===== config.mk =====
export PLATFORM = sky130hd
export DESIGN_NAME = rx_info_phy
export DESIGN_NICKNAME = d
export VERILOG_FILES = /design/src/rtl/rx_info_phy.sv
export SDC_FILE = /design/constraint.sdc
export NUM_CORES = 1
export LEC_CHECK = 0
export BUFFER_PORTS_ARGS = -buffer_cell sky130_fd_sc_hd__buf_2
export CAP_MARGIN = 40
export CORE_MARGIN = 5
export CORE_UTILIZATION = 45
export CTS_CLUSTER_SIZE = 10
export DETAILED_ROUTE_END_ITERATION = 6
export PLACE_DENSITY_LB_ADDON = 0.2
export REMOVE_ABC_BUFFERS = 1
export SYNTH_ARGS = -nofsm -noshare
export SYNTH_HDL_FRONTEND = slang
export SYNTH_SLANG_ARGS = --single-unit

===== constraint.sdc =====
create_clock -name clk_sys -period 5.9 [get_ports clk_sys]
set_input_delay 0.59 -clock clk_sys [delete_from_list [all_inputs] [get_ports clk_sys]]
set_output_delay 0.59 -clock clk_sys [all_outputs]
set_load 0.01 [all_outputs]

===== src/rtl/rx_info_phy.sv =====
// Asynchronous serial byte receiver: 1 start bit, 8 data bits MSB first, 2 stop bits.
// Bit period is latched at start-bit detection and held for the whole frame.
module rx_info_phy #(
  parameter int SYNC_STAGES = 2
) (
  input  logic        clk_sys,
  input  logic        rst,
  input  logic        rx,
  input  logic [19:0] tbit_period,
  output logic [7:0]  data_rx,
  output logic        done_rx,
  output logic        err_frame,
  output logic        busy_rx
);

  typedef enum logic [3:0] {
    IDLE  = 4'd0,
    START = 4'd1,
    S7    = 4'd2,
    S6    = 4'd3,
    S5    = 4'd4,
    S4    = 4'd5,
    S3    = 4'd6,
    S2    = 4'd7,
    S1    = 4'd8,
    S0    = 4'd9,
    STOP1 = 4'd10,
    STOP2 = 4'd11,
    DONE  = 4'd12,
    ERR   = 4'd13
  } state_t;

  state_t                 r_state;
  state_t                 w_next;
  logic [SYNC_STAGES-1:0] r_sync;
  logic                   r_rx_prev;
  logic [19:0]            r_cnt;
  logic [19:0]            r_per;
  logic [7:0]             r_shift;
  logic [7:0]             r_data;
  logic                   w_rx_s;
  logic                   w_sample;
  logic [19:0]            w_half;
  logic [19:0]            w_full;
  logic [2:0]             w_bit_idx;

  assign w_rx_s    = r_sync[SYNC_STAGES-1];
  assign w_half    = (r_per >> 1) - 20'd1;
  assign w_full    = r_per - 20'd1;
  assign w_bit_idx = 3'(4'd9 - r_state);

  // Synchronizer resets to the idle-high line level so release never looks like a start edge.
  always_ff @(posedge clk_sys or posedge rst) begin
    if (rst) begin
      r_sync    <= '1;
      r_rx_prev <= 1'b1;
    end else begin
      r_sync    <= {r_sync[SYNC_STAGES-2:0], rx};
      r_rx_prev <= w_rx_s;
    end
  end

  always_comb begin
    w_next   = r_state;
    w_sample = 1'b0;
    case (r_state)
      IDLE: begin
        if (r_rx_prev && !w_rx_s) w_next = START;
      end
      START: begin
        if (r_cnt == w_half) begin
          w_sample = 1'b1;
          w_next   = w_rx_s ? IDLE : S7;
        end
      end
      S7, S6, S5, S4, S3, S2, S1, S0: begin
        if (r_cnt == w_full) begin
          w_sample = 1'b1;
          w_next   = state_t'(r_state + 4'd1);
        end
      end
      STOP1: begin
        if (r_cnt == w_full) begin
          w_sample = 1'b1;
          w_next   = w_rx_s ? STOP2 : ERR;
        end
      end
      STOP2: begin
        if (r_cnt == w_full) begin
          w_sample = 1'b1;
          w_next   = w_rx_s ? DONE : ERR;
        end
      end
      DONE:    w_next = IDLE;
      ERR:     w_next = IDLE;
      default: w_next = IDLE;
    endcase
  end

  always_ff @(posedge clk_sys or posedge rst) begin
    if (rst) begin
      r_state <= IDLE;
      r_cnt   <= '0;
      r_per   <= '0;
      r_shift <= '0;
      r_data  <= '0;
    end else begin
      r_state <= w_next;
      if (r_state == IDLE) begin
        r_cnt <= '0;
        if (w_next == START) r_per <= tbit_period;
      end else if (r_state == DONE || r_state == ERR) begin
        r_cnt <= '0;
      end else if (w_sample) begin
        r_cnt <= '0;
      end else begin
        r_cnt <= r_cnt + 20'd1;
      end
      if (w_sample && r_state >= S7 && r_state <= S0) r_shift[w_bit_idx] <= w_rx_s;
      // Publish the byte on entry to DONE so it is already stable while done_rx is high.
      if (r_state == STOP2 && w_next == DONE) r_data <= r_shift;
    end
  end

  assign data_rx   = r_data;
  assign done_rx   = (r_state == DONE);
  assign err_frame = (r_state == ERR);
  assign busy_rx   = (r_state != IDLE);

endmodule


==> key figures, run 1 <==
Routing
  – Vias: roughly 3300
  – First-pass iteration count of the detailed router: 4
  – Via-per-instance ratio: between 5 and 6
  – Post-detailed-route count of antenna-violating nets: 0
  – Initial DRC Count: ~210
  – # DRC: 0
  – Drt wl/cell: about 16 µm
  – Final wirelength: ~10000 µm

GRT
  – Vias in the first global route: between 3000 and 4000
  – Initial antenna violation count: 0
  – Largest net degree at the start of global routing: between 60 and 70
  – First-pass GRT wire length: roughly 17000 µm
  – Total GRT Usage: 0.1798
  – Remaining Overflow, GRT: 0

Timing
  – Setup_tns: 0 ns
  – Min Tclk post-route: around 5.0 ns
  – Final setup margin: just over 0.9 ns
  – Worst slew margin: 0.4369
  – Final Hold Slack: about 0.35 ns
  – Clk_skew: 0.01001 ns
  – Slew @ Worst Pin: between 0.8 and 0.9 ns
  – Final Slew Violations: 0
  – Final period util: 0.8440
  – RSZ-0062 raised after global routing: no
  – Final setup violation count: 0
  – Hold Vio Cnt, Final: 0
  – Highest Clock Rate: around 200 MHz

Placement
  – Post-DP HPWL: slightly above 7000 µm
  – Placer congestion estimate: between 0.9 and 1
  – Dpl ws: between 0.8 and 0.9 ns
  – # port buffers: 33

CTS
  – CTS max path bufs: 2
  – CTS H-tree lvls: 3
  – Register clock-pin slew on the reported worst setup and hold paths: around 0.07 ns
  – Clk root buf: clkbuf_8
  – Cts hold-fix bufs: 0
  – Skew-Pair Late Insertion Delay: approximately 0.34 ns
  – Clock Sinks: 63
  – Clock buffer count from CTS: 9
  – Post_cts resized: 0
  – CTS tree: done
  – Post-CTS Setup Bufs: 0

Run
  – Number of max-cap violations: 0

Pwr
  – VDD IR max: 169.0 µV
  – Logic pwr share: 0.425
  – Leakage power: 0.002001 µW
  – Internal power: approximately 1100 µW
  – Pwr Total: about 1900 µW
  – Sw Ratio: 0.4294
  – Switching power: 804.1 µW
  – Clock power share: 0.183
  – Sequential share of power: 0.391
  – Power per standard cell area: between 300 and 400 mW/mm²

Run status
  – Status: completed

Die
  – FP Rows: 35
  – IO Pins: 34
  – Total die area: 0.01150 mm²
  – Die height: about 110 µm
  – Core footprint: 0.009240 mm²
  – Die X: between 100 and 150 µm
  – Starting Density: 0.4603

Cells and area
  – Post-layout util: 0.5097
  – Antenna cells: 0
  – Area grow syn2layout: 10.74%
  – Fillers: 870
  – Area of the multi-input gates: 0.002520 mm²
  – Layout cells sized above 1: 0.1919
  – Layout Nets: between 400 and 500
  – Register Area: 0.001580 mm²

Synth
  – Post-synth EDFFs: 0
  – Yosys warning count: 0
  – Async SR Flop Fraction: 1.000
  – Seq cells post-synth: 63
  – Area leader, netlist: dfrtp_1
  – Yosys top cell area share: 0.3530
  – Cell variety after synth: 62
  – Largest cells by area after synthesis: dfrtp_1 (35%), xnor2_1 (8.0%), xor2_1 (6.2%)
  – Seq/Total Area, Yosys: 0.3716
  – Mapped cell area: between 0.004 and 0.005 mm²
  – Post-Syn Instances: ~440
  – Synth Flop Type: dfrtp_1
  – Mapped Avg Cell Area: 9.622 µm²

Setup path
  – Crit. End Element: register
  – Data required time of the worst path: 6.12 ns
  – CP arrival: 5.20 ns
  – Worst setup SP type: register
  – WS Path Type: register to register
  – Maximum fanout along the worst path: 15

Hold path
  – Worst Hold Class: input port to register
==> power groups by stage <==
| stage | clock (µW) | sequential (µW) | combinational [µW] |
|---|---|---|---|
| 4_1_cts | 357 | 731 | 798 |
| 6_report | 343 | 732 | 797 |
| 5_1_grt | 375 | 758 | 887 |
| 2_1_floorplan | 0 | 674 | 595 |
| 3_5_place_dp | 0 | 738 | 792 |
| 3_3_place_gp | 0 | 732 | 768 |
==> cell usage in the layout (no fill, tap or decap), drive strengths merged, types with 3 or more instances in the layout <==
master	netlist	final
dfrtp	60	60
nor2	42	42
xnor2	39	39
mux2	39	39
buf	9	37
xor2	30	30
nand2	24	24
nand3	19	19
nor3	14	14
and3	13	13
clkbuf	19	13
o21ai	12	12
inv	12	12
nand4	12	12
nor4	12	12
nor2b	9	9
ha	8	8
or4	7	7
a21oi	6	6
or3	5	5
nor3b	4	4
o22ai	4	4
o2111ai	3	3
dfstp	3	3
nor4b	3	3
o31ai	3	3
clkinv	0	3
==> layer usage <==
metal / share of wire / global-route usage / up-vias / routed length [µm]
met3: 0.040 / 0.03733 / 11 / 386
met2: 0.46 / 0.2788 / 83 / 4482
li1: - / - / 1626 / -
met4: 0.013 / 0.04749 / 0 / 125
met1: 0.49 / 0.2548 / 1613 / 4733
met5: 0 / 0 / - / 0
==> metrics by stage <==
stage / std cells / cell area (µm²)
after floorplan: 414 / 4116
after global placement: 579 / 4494
after detailed placement: 582 / 4532
after CTS: 598 / 4710
after global routing: 598 / 4710
final: 598 / 4710
==> layout make-up <==
class / instances / share of cell area
Multi-Input combinational cell: 339 / 0.5351
Timing Repair Buffer: 39 / 0.04782
Tap cell: 129 / 0.03427
Sequential cell: 63 / 0.3355
Inverter: 12 / 0.009564
Clock inverter: 3 / 0.003985
Clock buffer: 13 / 0.03374
==> registers in the layout, indices dropped and copies added (netlist names) <==
register and cells:
r_state 4, r_shift 8, data_rx 8, r_sync 2
r_cnt 20, r_per 20, r_rx_prev 1
==> worst max-delay path: stages, from the launching register on <==
cell,delay (ns)
dfrtp_1,0.46
inv_1,0.12
ha_1,0.26
nor4b_2,0.66
a21oi_1,0.20
a2111oi_0,0.58
nand4_1,0.20
nor4_1,0.40
nand3_1,0.26
mux2_2,0.32
o311ai_2,0.15
nor4bb_4,0.52
buf_4,0.36
mux2_1,0.36
==> cells in the mapped netlist (all sizes together) (3+ instances only) <==
| library cell | instances |
|---|---|
| or3 | 5 |
| xnor2 | 39 |
| buf | 9 |
| xor2 | 30 |
| nor4b | 3 |
| o21ai | 12 |
| nand3 | 19 |
| or4 | 7 |
| dfstp | 3 |
| nor2b | 9 |
| nor3 | 14 |
| o31ai | 3 |
| o22ai | 4 |
| mux2 | 39 |
| nand2 | 24 |
| nor2 | 42 |
| clkbuf | 19 |
| a21oi | 6 |
| o2111ai | 3 |
| and3 | 13 |
| inv | 12 |
| nand4 | 12 |
| nor3b | 4 |
| nor4 | 12 |
| dfrtp | 60 |
| ha | 8 |
==> logic make-up (layout without fill, tap and decap cells) <==
logic type / count (synthesis) / after routing / synth area share
xor gates and xnor gates: 69 / 69 / 0.1421
and+or+nand+nor: 173 / 173 / 0.2260
DFF: 63 / 63 / 0.3716
muxes: 39 / 39 / 0.1103
AOI/OAI and AO/OA: 50 / 50 / 0.08385
buffers and inverters: 40 / 67 / 0.04266
adders and majority gates: 8 / 8 / 0.02354
==> path summary, 6_finish.rpt <==
kind / slack [ns] / to / from / cells after the start
min reg2reg: 0.36 / r_sync[1]$_DFF_PP1_ / r_sync[0]$_DFF_PP1_ / 0
max: 0.92 / r_per[7]$_DFFE_PP0P_ / r_per[2]$_DFFE_PP0P_ / 13
min in group asynchronous: 0.46 / r_cnt[16]$_DFF_PP0_ / rst / 3
max reg2reg: 0.92 / r_per[7]$_DFFE_PP0P_ / r_per[2]$_DFFE_PP0P_ / 13
max in group asynchronous: 4.91 / r_per[2]$_DFFE_PP0P_ / rst / 3
min: 0.35 / r_sync[0]$_DFF_PP1_ / rx / 1
Power figures use the tool's default switching activity.
==> run 2, diff against run 1 <==
==> constraint.sdc (replaced) <==
create_clock -name clk_sys -period 4.4 [get_ports clk_sys]
set_input_delay 0.44 -clock clk_sys [delete_from_list [all_inputs] [get_ports clk_sys]]
set_output_delay 0.44 -clock clk_sys [all_outputs]
set_load 0.01 [all_outputs]
==> key figures, run 2 (synthesis gave the netlist of run 1 again) <==
GRT
  – Total GRT Usage: 0.1958
  – First-pass GRT wire length: between 15000 and 20000 µm
  – Initial antenna violation count: 0
  – Vias in the first global route: between 3000 and 4000
  – Largest net degree at the start of global routing: 64
  – Remaining Overflow, GRT: 0

Timing
  – RSZ-0062 raised after global routing: no
  – Clk_skew: approximately 0.018 ns
  – Setup_tns: 0 ns
  – Highest Clock Rate: approximately 250 MHz
  – Final setup margin: 0.3238 ns
  – Worst slew margin: 0.4637
  – Hold Vio Cnt, Final: 0
  – Final Hold Slack: 0.1862 ns
  – Slew @ Worst Pin: slightly above 0.8 ns
  – Final Slew Violations: 0
  – Final period util: 0.9264
  – Min Tclk post-route: approximately 4.1 ns
  – Final setup violation count: 0

Pwr
  – Sw Ratio: 0.3899
  – VDD IR max: between 200 and 300 µV
  – Internal power: between 1500 and 2000 µW
  – Sequential share of power: 0.280
  – Leakage power: between 0.002 and 0.0025 µW
  – Switching power: ~1100 µW
  – Clock power share: 0.224
  – Logic pwr share: 0.496
  – Power per standard cell area: roughly 570 mW/mm²

CTS
  – CTS tree: done
  – Clock buffer count from CTS: 9
  – Cts hold-fix bufs: 0
  – Clk root buf: clkbuf_8
  – CTS max path bufs: 2
  – CTS H-tree lvls: 3
  – Register clock-pin slew on the reported worst setup and hold paths: roughly 0.07 ns
  – Clock Sinks: 63
  – Skew-Pair Late Insertion Delay: between 0.3 and 0.4 ns

Routing
  – # DRC: 0
  – Via-per-instance ratio: 5.424
  – Post-detailed-route count of antenna-violating nets: 0
  – First-pass iteration count of the detailed router: 4
  – Final wirelength: 10530 µm
  – Vias: about 3500
  – Initial DRC Count: 194
  – Drt wl/cell: ~16 µm

Placement
  – Placement Cell Area: slightly below 0.005 mm²
  – Post-DP HPWL: 7887 µm
  – Placer congestion estimate: 0.9119
  – # port buffers: 33
  – Dpl ws: 0.06846 ns
  – Placed insts: 625

Setup path
  – CP arrival: 4.31 ns
  – R2R Path End: data_rx[4]$_DFFE_PP0P_
  – Worst reg-to-reg path cell count: 14
  – Data required time of the worst path: 4.63 ns
  – Crit. End Element: register
  – Maximum fanout along the worst path: 8
  – WS Path Type: register to register
  – Worst setup SP type: register
  – Reg-to-reg slack, setup: 0.32 ns
  – Reg2Reg Launch Point: r_per[2]$_DFFE_PP0P_

Die
  – Total die area: approximately 0.011 mm²
  – Core footprint: roughly 0.009 mm²
  – FP Rows: 35
  – IO Pins: 34
  – Die height: about 110 µm
  – Starting Density: 0.4603
  – Die X: approximately 110 µm

Run
  – Number of max-cap violations: 0

Cells and area
  – Regs by FF count: r_cnt: 20 flops, r_per: 20 flops
  – Area grow syn2layout: 20.01%
  – Layout Nets: 539
  – Final instance area: just over 0.005 mm²
  – Antenna cells: 0
  – Non-filler cells, final: 642
  – Layout cells sized above 1: 0.2671
  – Most common cell after layout, fill and taps aside: dfrtp_1
  – Commonest non-fill, non-tap cells in the layout: dfrtp_1 (60), buf_4 (49), nor2_1 (42)

Hold path
  – Hold depth: 1
  – Min-delay src: rx
  – Hold Path End: r_sync[0]$_DFF_PP1_
  – Worst Hold Class: input port to register

Run status
  – Status: completed
run 2: cell count changes in the layout (fill, tap and decap cells not counted), sizes merged:
cell	previous run	this run
bufinv	0	3
clkdlybuf4s15	2	0
clkbuf	13	11
buf	37	83
clkinv	3	2
run 2: routing by layer:
layer	track usage	share of wire	vias up
met1	0.2712	0.48	1692
met5	0	0	-
met4	0.07489	0.028	0
met2	0.3034	0.45	61
met3	0.03552	0.035	24
li1	-	-	1705
run 2: final cells by class:
class | instances | area, µm²
clock buffers | 11 | 151.4
clock inverters | 5 | 103.9
fillers | 844 | 4136
inverters | 12 | 45.04
multi-input cells | 339 | 2517
flip-flops and latches | 63 | 1580
well taps | 129 | 161.4
repair buffers | 83 | 544.3
run 2: how the worst max path moves through the flow:
stage / from / end / slack, ns / depth (start not counted)
final: r_per[2]$_DFFE_PP0P_ / data_rx[4]$_DFFE_PP0P_ / 0.32 / 14
after CTS: r_per[5]$_DFFE_PP0P_ / r_per[12]$_DFFE_PP0P_ / 0.04 / 15
after detailed placement: r_per[5]$_DFFE_PP0P_ / r_per[12]$_DFFE_PP0P_ / 0.07 / 15
after floorplan: r_per[2]$_DFFE_PP0P_ / r_per[0]$_DFFE_PP0P_ / -1.05 / 12
after global placement: r_per[5]$_DFFE_PP0P_ / r_per[12]$_DFFE_PP0P_ / 0.002 / 14
after global routing: r_per[2]$_DFFE_PP0P_ / data_rx[4]$_DFFE_PP0P_ / 0.02 / 14
run 2: critical path: stages, from the launching register on:
cell	delay [ns]
dfrtp_1	0.41
inv_1	0.10
ha_1	0.20
nor4b_2	0.24
a21oi_1	0.11
a2111oi_0	0.52
nand4_1	0.22
nor4_1	0.42
nand3_1	0.19
mux2_2	0.27
o311ai_2	0.14
buf_4	0.17
or4_1	0.47
buf_4	0.20
mux2_4	0.30
run 2: power by group through the flow:
stage,registers [µW],clock network (µW),logic (µW)
3_3_place_gp,821,0,1390
5_1_grt,835,687,1590
3_5_place_dp,827,0,1430
2_1_floorplan,904,0,797
4_1_cts,817,661,1430
6_report,816,652,1450
run 2: stage by stage:
stage / utilization / power [µW]
finish: 0.5523 / 2915
floorplan: - / 1702
detailed placement: 0.5232 / 2255
global placement: 0.5220 / 2216
global route: 0.5523 / 3114
CTS: 0.5508 / 2912
run 2: timing repair:
item / CTS / global route
resized for setup: 0 / 1
buffers inserted: 0 / 1
setup endpoints to repair: 0 / 15
==> run 3, diff against run 2 <==
--- a/config.mk
+++ b/config.mk
@@ -11,7 +11,7 @@
 export CORE_UTILIZATION = 45
 export CTS_CLUSTER_SIZE = 10
 export DETAILED_ROUTE_END_ITERATION = 6
-export PLACE_DENSITY_LB_ADDON = 0.2
+export PLACE_DENSITY = 0.65
 export REMOVE_ABC_BUFFERS = 1
 export SYNTH_ARGS = -nofsm -noshare
 export SYNTH_HDL_FRONTEND = slang
==> key figures, run 3 (synthesis gave the netlist of run 1 again) <==
Timing
  – RSZ-0062 raised after global routing: no
  – Setup_tns: 0 ns
  – Hold Vio Cnt, Final: 0
  – Final setup violation count: 0
  – Final Slew Violations: 0
  – Worst slew margin: 0.4768
  – Final setup margin: slightly above 0.2 ns
  – Highest Clock Rate: about 240 MHz
  – Slew @ Worst Pin: approximately 0.8 ns
  – Final Hold Slack: a little under 0.2 ns
  – Min Tclk post-route: approximately 4.2 ns
  – Final period util: 0.9540
  – Clk_skew: ~0.011 ns

Routing
  – Top routing layer used: met4
  – Metal3 WL: about 450 µm
  – DRT met1 WL: about 5000 µm
  – Final wirelength: 9840 µm
  – Vias: 3362
  – Drt wl/cell: ~16 µm
  – Post-detailed-route count of antenna-violating nets: 0
  – Initial DRC Count: about 160
  – Via-per-instance ratio: 5.467
  – First-pass iteration count of the detailed router: 4
  – # DRC: 0
  – WL met2: approximately 4500 µm

Die
  – Core footprint: 0.009240 mm²
  – FP Rows: 35
  – IO Pins: 34
  – Starting Density: 0.4603
  – Die height: roughly 110 µm
  – Total die area: 0.01150 mm²
  – Die X: around 110 µm

Cells and area
  – Area of the multi-input gates: between 0.002 and 0.003 mm²
  – Area grow syn2layout: 13.97%
  – Layout cells sized above 1: 0.2222
  – Most common cell after layout, fill and taps aside: dfrtp_1
  – Fillers: 840
  – Antenna cells: 0
  – Regs by FF count: r_cnt: 20 flops, r_per: 20 flops
  – Commonest non-fill, non-tap cells in the layout: dfrtp_1 (60), nor2_1 (42), xnor2_1 (39)
  – Layout Nets: 512
  – Register Area: about 0.0016 mm²
  – Non-filler cells, final: between 600 and 700

CTS
  – Clk root buf: clkbuf_8
  – Post-CTS Setup Bufs: 0
  – CTS H-tree lvls: 3
  – Clock buffer count from CTS: 9
  – Clock Sinks: 63
  – Register clock-pin slew on the reported worst setup and hold paths: around 0.07 ns
  – Cts hold-fix bufs: 0
  – CTS tree: done
  – CTS max path bufs: 2
  – Skew-Pair Late Insertion Delay: 0.35 ns

Setup path
  – WS Path Type: register to register
  – Data required time of the worst path: 4.62 ns
  – Slowest cell on crit path: or4_4
  – Cell Chain, Critical Path: or4_4 -> nor4b_1 -> and3_1 -> a211oi_1 -> o31ai_2 -> nand4_1 -> ha_1 -> a22oi_1 -> o31ai_1 -> or3_1 -> nor4bb_4 -> buf_12 -> mux2_1
  – Crit path largest cell delay: 0.59 ns
  – CP arrival: 4.42 ns
  – Maximum fanout along the worst path: 10
  – Crit. End Element: register
  – Worst setup SP type: register

GRT
  – Largest net degree at the start of global routing: between 60 and 70
  – Vias in the first global route: between 3000 and 4000
  – First-pass GRT wire length: roughly 17000 µm
  – Total GRT Usage: 0.1840
  – Initial antenna violation count: 0
  – Remaining Overflow, GRT: 0

Placement
  – Post-DP HPWL: 7329 µm
  – Dpl ws: 0.08233 ns
  – # port buffers: 33
  – Placed insts: 599
  – Placer congestion estimate: ~0.92

Run status
  – Status: completed

Pwr
  – Logic pwr share: 0.477
  – Leakage power: about 0.0021 µW
  – Clock power share: 0.185
  – Sequential share of power: 0.338
  – Switching power: about 1100 µW
  – Sw Ratio: 0.4169
  – Internal power: around 1500 µW
  – Power per standard cell area: approximately 550 mW/mm²
  – VDD IR max: 271.3 µV

Hold path
  – Worst Hold Class: input port to register

Run
  – Number of max-cap violations: 0
[run 3: cell count changes in the layout (fill, tap and decap cells not counted), sizes merged]
cell and change:
buf -27, bufinv -2, clkinv +2
[run 3: worst max-delay path, delay by kind of cell (launching register included)]
| kind | cells | cell delay [ns] |
|---|---|---|
| AND/OR/NAND/NOR | 6 | 2.07 |
| AO/OA/AOI/OAI | 4 | 0.75 |
| flip-flops | 1 | 0.47 |
| multiplexers | 1 | 0.31 |
| adder cells (fa/ha/maj) | 1 | 0.30 |
| buffers and inverters | 1 | 0.17 |
[run 3: per-layer routing]
metal,global-route usage,vias to the layer above
li1,-,1655
met2,0.2837,74
met3,0.03853,7
met1,0.2674,1626
met4,0.03562,0
met5,0,-
[run 3: per-stage QoR]
step / area (µm²) / total power, µW / utilization
2_1_floorplan: 4116 / 1702 / -
3_3_place_gp: 4661 / 2152 / 0.5044
3_5_place_dp: 4661 / 2160 / 0.5044
4_1_cts: 4842 / 2664 / 0.5240
5_1_grt: 4847 / 2849 / 0.5246
6_report: 4847 / 2644 / 0.5246
[run 3: final cells by class]
class	count	share of cell area
multi-input combinational	339	0.5191
sequential	63	0.3260
timing repair buffer	56	0.07486
tap	129	0.03330
clock buffer	11	0.02710
clock inverter	5	0.01033
inverter	12	0.009293
[run 3: final timing paths]
check                           slack, ns                   from  cells past startpoint                   end
worst max-delay path                 0.20  r_per[10]$_DFFE_PP0P_                     13  r_per[6]$_DFFE_PP0P_
max in group asynchronous            3.57                    rst                      3    r_cnt[5]$_DFF_PP0_
worst max register to register       0.20  r_per[10]$_DFFE_PP0P_                     13  r_per[6]$_DFFE_PP0P_
worst min-delay path                 0.19                     rx                      1   r_sync[0]$_DFF_PP1_
worst min register to register       0.36    r_sync[0]$_DFF_PP1_                      0   r_sync[1]$_DFF_PP1_
min in group asynchronous            0.32                    rst                      3  r_state[1]$_DFF_PP0_
[run 3: what timing repair did]
item,in CTS,in global routing
gates resized for setup,0,1
endpoints found under the setup margin,0,20
endpoints found under the hold margin,0,0
[run 3: power by group through the flow]
stage / clock, µW / sequential, µW / combinational [µW]
floorplan: 0 / 904 / 797
global placement: 0 / 894 / 1260
detailed placement: 0 / 902 / 1260
CTS: 506 / 892 / 1270
global route: 532 / 921 / 1400
finish: 490 / 893 / 1260
